`config.mk`:
```
export PLATFORM = sky130hd
export DESIGN_NAME = alu_19bit
export DESIGN_NICKNAME = d
export VERILOG_FILES = /design/src/rtl/alu19_pkg.sv /design/src/rtl/alu19_sdiv.sv /design/src/rtl/alu_19bit.sv
export SDC_FILE = /design/constraint.sdc
export NUM_CORES = 2
export LEC_CHECK = 0
export ABC_AREA = 1
export CORE_MARGIN = 2
export CORE_UTILIZATION = 52
export CTS_BUF_LIST = sky130_fd_sc_hd__clkbuf_4
export CTS_CLUSTER_SIZE = 30
export DETAILED_ROUTE_END_ITERATION = 7
export PLACE_DENSITY = 0.69
export SYNTH_ARGS = -nofsm -noshare
export SYNTH_HDL_FRONTEND = slang
export SYNTH_SLANG_ARGS = --single-unit
```
`constraint.sdc`:
```
create_clock -name clk -period 0.96 [get_ports clk]
set_input_delay 0.192 -clock clk [delete_from_list [all_inputs] [get_ports clk]]
set_output_delay 0.192 -clock clk [all_outputs]
set_load 0.005 [all_outputs]
```
`src/rtl/alu19_pkg.sv`:
```
// Shared constants, op encoding and bit-manipulation helpers for the 19-bit ALU.
`timescale 1ns/1ps
package alu19_pkg;

    localparam int          W       = 19;
    localparam logic [18:0] SMAX    = 19'h3FFFF;
    localparam logic [18:0] SMIN    = 19'h40000;
    localparam logic [18:0] ENC_KEY = 19'h0C6FE;
    localparam int          ENC_ROT = 3;

    // Decoded operation, listed in select-priority order (ADD highest).
    typedef enum logic [3:0] {
        OP_NONE,
        OP_ADD,
        OP_SUB,
        OP_MUL,
        OP_DIV,
        OP_AND,
        OP_OR,
        OP_XOR,
        OP_NOT,
        OP_INC,
        OP_DEC,
        OP_FFT,
        OP_ENC,
        OP_DNC,
        OP_TNF
    } op_e;

    function automatic logic [W-1:0] bit_reverse(input logic [W-1:0] x);
        logic [W-1:0] r;
        for (int i = 0; i < W; i++) begin
            r[i] = x[W-1-i];
        end
        return r;
    endfunction

    function automatic logic [W-1:0] rotl(input logic [W-1:0] x);
        return (x << ENC_ROT) | (x >> (W - ENC_ROT));
    endfunction

    function automatic logic [W-1:0] rotr(input logic [W-1:0] x);
        return (x >> ENC_ROT) | (x << (W - ENC_ROT));
    endfunction

endpackage

```
`src/rtl/alu19_sdiv.sv`:
```
// Combinational signed divider: quotient truncated toward zero, with
// divide-by-zero and the single signed-overflow case flagged.
`timescale 1ns/1ps
module alu19_sdiv
    import alu19_pkg::*;
(
    input  logic [W-1:0] dividend,
    input  logic [W-1:0] divisor,
    output logic [W-1:0] quotient,
    output logic         ovf
);

    logic [W-1:0] abs_a;
    logic [W-1:0] abs_b;
    logic [W-1:0] safe_b;
    logic [W-1:0] q_mag;
    logic         q_neg;
    logic         div_zero;

    // Magnitudes fit unsigned in W bits, including 2^18 for the most negative value.
    assign abs_a    = dividend[W-1] ? (~dividend + 1'b1) : dividend;
    assign abs_b    = divisor[W-1]  ? (~divisor + 1'b1)  : divisor;
    assign div_zero = (divisor == '0);
    assign safe_b   = div_zero ? {{(W-1){1'b0}}, 1'b1} : abs_b;
    assign q_mag    = abs_a / safe_b;
    assign q_neg    = dividend[W-1] ^ divisor[W-1];

    // Pick the error results first, otherwise apply the sign to the magnitude quotient.
    always_comb begin
        quotient = q_neg ? (~q_mag + 1'b1) : q_mag;
        ovf      = 1'b0;
        if (div_zero) begin
            quotient = 19'h7FFFF;
            ovf      = 1'b1;
        end else if (dividend == SMIN && divisor == 19'h7FFFF) begin
            quotient = SMIN;
            ovf      = 1'b1;
        end
    end

endmodule

```
`src/rtl/alu_19bit.sv`:
```
// 19-bit two's-complement ALU: priority strobe decoder, result mux and
// a one-cycle output register for the result and overflow flag.
`timescale 1ns/1ps
module alu_19bit
    import alu19_pkg::*;
(
    input  logic          clk,
    input  logic          rst_n,
    input  logic [W-1:0]  AC,
    input  logic [W-1:0]  DR,
    input  logic          ADD,
    input  logic          SUB,
    input  logic          MUL,
    input  logic          DIV,
    input  logic          AND,
    input  logic          OR,
    input  logic          XOR,
    input  logic          NOT,
    input  logic          INC,
    input  logic          DEC,
    input  logic          FFT,
    input  logic          ENC,
    input  logic          DNC,
    input  logic          TNF,
    output logic [W-1:0]  ALU_OP,
    output logic          OVF_FLAG
);

    op_e                   op_sel;
    logic [W-1:0]          sum;
    logic [W-1:0]          diff;
    logic signed [2*W-1:0] prod;
    logic [W-1:0]          div_q;
    logic                  div_ovf;
    logic                  mul_ovf;
    logic [W-1:0]          next_op;
    logic                  next_ovf;

    assign sum     = AC + DR;
    assign diff    = AC - DR;
    assign prod    = $signed(AC) * $signed(DR);
    assign mul_ovf = (prod != {{W{prod[W-1]}}, prod[W-1:0]});

    alu19_sdiv u_sdiv (
        .dividend (AC),
        .divisor  (DR),
        .quotient (div_q),
        .ovf      (div_ovf)
    );

    // Fixed-priority decode of the strobes into a single operation.
    always_comb begin
        op_sel = OP_NONE;
        if      (ADD) op_sel = OP_ADD;
        else if (SUB) op_sel = OP_SUB;
        else if (MUL) op_sel = OP_MUL;
        else if (DIV) op_sel = OP_DIV;
        else if (AND) op_sel = OP_AND;
        else if (OR)  op_sel = OP_OR;
        else if (XOR) op_sel = OP_XOR;
        else if (NOT) op_sel = OP_NOT;
        else if (INC) op_sel = OP_INC;
        else if (DEC) op_sel = OP_DEC;
        else if (FFT) op_sel = OP_FFT;
        else if (ENC) op_sel = OP_ENC;
        else if (DNC) op_sel = OP_DNC;
        else if (TNF) op_sel = OP_TNF;
    end

    // Select the result and overflow for the decoded operation; idle loads zero.
    always_comb begin
        next_op  = '0;
        next_ovf = 1'b0;
        case (op_sel)
            OP_ADD: begin
                next_op  = sum;
                next_ovf = (AC[W-1] == DR[W-1]) && (sum[W-1] != AC[W-1]);
            end
            OP_SUB: begin
                next_op  = diff;
                next_ovf = (AC[W-1] != DR[W-1]) && (diff[W-1] != AC[W-1]);
            end
            OP_MUL: begin
                next_op  = prod[W-1:0];
                next_ovf = mul_ovf;
            end
            OP_DIV: begin
                next_op  = div_q;
                next_ovf = div_ovf;
            end
            OP_AND: next_op = AC & DR;
            OP_OR:  next_op = AC | DR;
            OP_XOR: next_op = AC ^ DR;
            OP_NOT: next_op = ~AC;
            OP_INC: begin
                next_op  = AC + 1'b1;
                next_ovf = (AC == SMAX);
            end
            OP_DEC: begin
                next_op  = AC - 1'b1;
                next_ovf = (AC == SMIN);
            end
            OP_FFT: next_op = bit_reverse(AC);
            OP_ENC: next_op = rotl(AC) ^ ENC_KEY;
            OP_DNC: next_op = rotr(AC ^ ENC_KEY);
            OP_TNF: begin
                next_op  = ~AC + 1'b1;
                next_ovf = (AC == SMIN);
            end
            default: begin
                next_op  = '0;
                next_ovf = 1'b0;
            end
        endcase
    end

    // Output register; reset clears it immediately.
    always_ff @(posedge clk or negedge rst_n) begin
        if (!rst_n) begin
            ALU_OP   <= '0;
            OVF_FLAG <= 1'b0;
        end else begin
            ALU_OP   <= next_op;
            OVF_FLAG <= next_ovf;
        end
    end

endmodule

```
==> reports/metrics.cfg, run 1 <==
[clock_tree]
cts_inserted_buffers = 3
htreeDepth = 1
cts_root_buf = clkbuf_4
hold_buffers = 0
clockBufferDepth = 2
cts.sinks = 20

[timing]
worst-ep-kind = register data pin
worstEndpointGrtRepair = ALU_OP[14]$_DFF_PN0_/D

[run_status]
haltStage = global routing
status = aborted with a tool error
error = [ERROR GRT-0232] Routing congestion too high. Check the congestion heatmap in the GUI.

[synth]
yosysTopAreaCell = fa_1
ys_async_sr_fraction = 1.00
synth_area_leaders = fa_1 (25%), ha_1 (16%), nand2_1 (13%)
yosysSeqAreaShare = 0.0171
ys_dominant_reg_cell = dfrtp_1
synth.yosys.warnings = 0
ys_ff_latch = 20
synth_cell_types = 72
synth_top_area_share = 0.255
syn_inst = 4302
synth-edff-count = 0
syn_area_mm2 = 0.0292
syn_nets = 5112
syn_area_per_cell_um2 = 6.79

[placement]
place_congestion = 1.05
io_buffers = 73
hpwl_mm = 87.9
place_area_mm2 = 0.0390

[floorplanning]
ioPinCount = 74
rows = 86
initial_core_util = 0.528
die_w_um = 241
die_h_um = 241

[grt]
grt-ovfl-total = 1452
grt_max_degree = 37
grtUsageTotal = 0.817

==> cell usage after synthesis, types with 13 or more instances <==
cell / instances
nor3_1: 43
a21o_1: 13
or2_2: 36
buf_1: 27
dfrtp_1: 20
nand2_1: 1013
nor4_1: 14
a221oi_1: 13
nand4_1: 39
nor2_1: 210
o21ai_0: 146
o21ai_1: 47
inv_2: 24
buf_2: 18
inv_1: 982
fa_1: 372
a21oi_1: 206
xnor2_1: 53
clkbuf_1: 77
o21bai_1: 28
xor2_1: 131
o22ai_1: 35
nand3_1: 159
o21ai_2: 27
ha_1: 384
==> kinds of logic after synthesis <==
group | count (synthesis) | share of synthesized area
compound gates | 618 | 0.128
xor+xnor | 186 | 0.0563
fa+ha+maj | 756 | 0.419
buf+inv | 1146 | 0.150
flops | 20 | 0.0171
simple gates | 1576 | 0.230
==> layer usage <==
layer | GRT overflow | global-route usage
met2 | 959 | 0.996
met4 | 374 | 0.800
met5 | 6 | 0.492
met3 | 48 | 0.670
met1 | 65 | 0.796
==> stage by stage <==
step	cells	setup slack, ns
after floorplan	4302	-31.98
after CTS	6594	-31.79
after global placement	6057	-32.74
after detailed placement	6057	-34.18
==> what timing repair did <==
action                                  CTS
endpoints found under the setup margin   40
gates resized for setup                 516
buffers inserted                        526
pin swaps                               313
gates cloned                             10
==> run 2: changes to the inputs <==
CORE_UTILIZATION = 37   (was 52)
CTS_BUF_LIST = unset   (was sky130_fd_sc_hd__clkbuf_4)
CTS_CLUSTER_SIZE = unset   (was 30)
PLACE_DENSITY = unset   (was 0.69)
PLACE_DENSITY_LB_ADDON = 0.15   (was unset)
==> run 2 against run 1 <==
Effect of this change: the flow now finishes, with violations (negative setup slack); area after synthesis unchanged; synthesized cell count unchanged.
==> reports/metrics.cfg, run 2 <==
[critical_path]
crit_fanout = 8
cpMaxStageDelayCell = ha_1
critPathCaptureType = flop
worst-path-buf-inv = 84
timing.critical_path.mode_cell = nand2_2
critPathArrivalTime_ns = 34.16
path_class = in2reg
crit_required_ns = 1.07
slowest_delay_ns = 0.31
path_delay_family = simple AND/OR/NAND/NOR gates
startpoint_type = input port
startpoint = DR[7]

[synth]
synthSimpleGateAreaFrac = 0.230
ys_async_sr_fraction = 1.00
syn_area_per_cell_um2 = 6.79
ys_dominant_reg_cell = dfrtp_1
synth_top_area_share = 0.255
yosysTopAreaCell = fa_1
synth_xor_area_frac = 0.0563
synth_fa_ha_area_frac = 0.419
synth.mux.area_fraction = 0
synth_top_family_by_area = adder cells
ys_top_cells_by_count = nand2_1 (1013), inv_1 (982), ha_1 (384), fa_1 (372), nor2_1 (210)
yosysSeqAreaShare = 0.0171
synth_area_leaders = fa_1 (25%), ha_1 (16%), nand2_1 (13%)
syn_nets = 5112
syn_inst = 4302
synth_compound_area_frac = 0.128
synth_most_common_cell = nand2_1
syn_area_mm2 = 0.0292
ys_ff_latch = 20
synth.yosys.warnings = 0
synth-edff-count = 0
synth_cell_types = 72

[clock_tree]
cts.sinks = 20
clockBufferDepth = 2
cts_root_buf = clkbuf_16
htreeDepth = 1
hold_buffers = 0
path_clk_slew_ns = 0.07
cts_tree = yes
cts_inserted_buffers = 3

[placement]
hpwl_mm = 90.7
dp.cells = 6359
place_congestion = 1.02
io_buffers = 73

[timing]
tightest_slew_ns = 0.717
fmaxAchievable_mhz = 29.4
setup_viol = 29
rsz0062_at_grt = yes
fin_ws_ns = -33.08
relSlewSlack = 0.519
post-route-period-util = 35.5
finalHoldViolations = 0
finalCriticalPeriod_ns = 34.04
drv_slew = 0

[layout]
final_cell_mix = buf_4 (1426), inv_1 (932), nand2_1 (844)
nets = 6555
largest_reg_flops = 19
drive_gt1_frac = 0.376
top_regs = ALU_OP (19), OVF_FLAG (1)
fillers = 7330
mostFrequentLayoutCell = buf_4
antenna_cells = 0
area_growth_pct = 53.2
stdcell_count = 6794
utilization = 0.570
largest_register = ALU_OP

[routing]
wl_per_cell_um = 17.7
num_vias = 33400
totalWireLength_mm = 120
first_pass_iters = 6
drt_iter0_markers = 2149
drcViolationCount = 0
antenna_left = 0
viasPerCell = 4.92

[grt]
grt_pass1_vias = 33000
grt_pass1_wl_mm = 184
antenna_found_initial = 0
grt_max_degree = 34
grt-ovfl-total = 0
grtUsageTotal = 0.286

[power_and_ir_drop]
power_density_mw_per_mm2 = 3060
power.total_mw = 137
power.leakage_nw = 25.1
peakVddDrop_v = 0.00867

[floorplanning]
coreArea_mm2 = 0.0786
ioPinCount = 74
die_area_mm2 = 0.0813
die_w_um = 285
initial_core_util = 0.372
die_h_um = 285
rows = 103

[job]
cap_violations = 0

[run_status]
status = finished, violations left
violations = negative setup slack

[min_path]
hp-class = in2async

-- run 2: cell counts after synthesis --
Identical to the previous run, type by type.
-- run 2: logic make-up after synthesis --
| logic type | after synthesis |
|---|---|
| buffers and inverters | 1146 |
| flip-flops | 20 |
| AND/OR/NAND/NOR | 1576 |
| AO/OA/AOI/OAI | 618 |
| adder cells (fa/ha/maj) | 756 |
| XOR/XNOR | 186 |
-- run 2: area by class of cell --
type                    instances  area, um2  area share
clock buffers                   4       88.8     0.00198
inverters                    1014       3860      0.0863
multi-input cells            3136      26600       0.595
flip-flops and latches         20        500      0.0112
well taps                    1050       1310      0.0293
repair buffers               1567      12400       0.276
repair inverters                3       22.5    0.000503
-- run 2: worst max-delay path by stage --
stage                      end  cells past startpoint  slack (ns)
floorplan           ALU_OP[16]                    307      -31.98
global placement     ALU_OP[5]                    295      -33.58
detailed placement  ALU_OP[17]                    306      -34.56
CTS                 ALU_OP[16]                    316      -32.24
global route        ALU_OP[17]                    315      -35.26
finish              ALU_OP[17]                    305      -33.08
-- run 2: per-stage QoR --
step / setup TNS (ns) / setup WS (ns) / hold WS (ns) / area (um2)
after floorplan: -608.49 / -31.98 / -0.104 / 30000
after global placement: -642.39 / -33.58 / 0.574 / 39400
after detailed placement: -661.37 / -34.56 / 0.572 / 39400
after CTS: -618.01 / -32.24 / 0.302 / 42600
after global routing: -671.33 / -35.26 / 0.310 / 44800
final: -630.37 / -33.08 / 0.298 / 44800
-- run 2: per-layer routing --
| metal | up-vias | part of all wire | track usage |
|---|---|---|---|
| met5 | - | 0 | 0 |
| met1 | 16000 | 0.46 | 0.409 |
| met2 | 1005 | 0.45 | 0.467 |
| li1 | 16200 | - | - |
| met4 | 0 | 0.032 | 0.0723 |
| met3 | 192 | 0.058 | 0.0217 |
-- run 2: timing repair --
item,4_1_cts,5_1_grt
endpoints found under the hold margin,0,0
endpoints found under the setup margin,40,38
pin swaps,194,362
resized for setup,258,432
setup buffers,319,107
cloned,4,6
-- run 2: where the power goes --
part / total (mW) / switching [mW] / internal (mW)
Combinational: 135 / 70.2 / 64.8
Sequential: 1.29 / 0.163 / 1.12
Clock: 1.04 / 0.398 / 0.639
Total: 137 / 70.7 / 66.5
No activity file was read; power rests on OpenSTA's default activity.
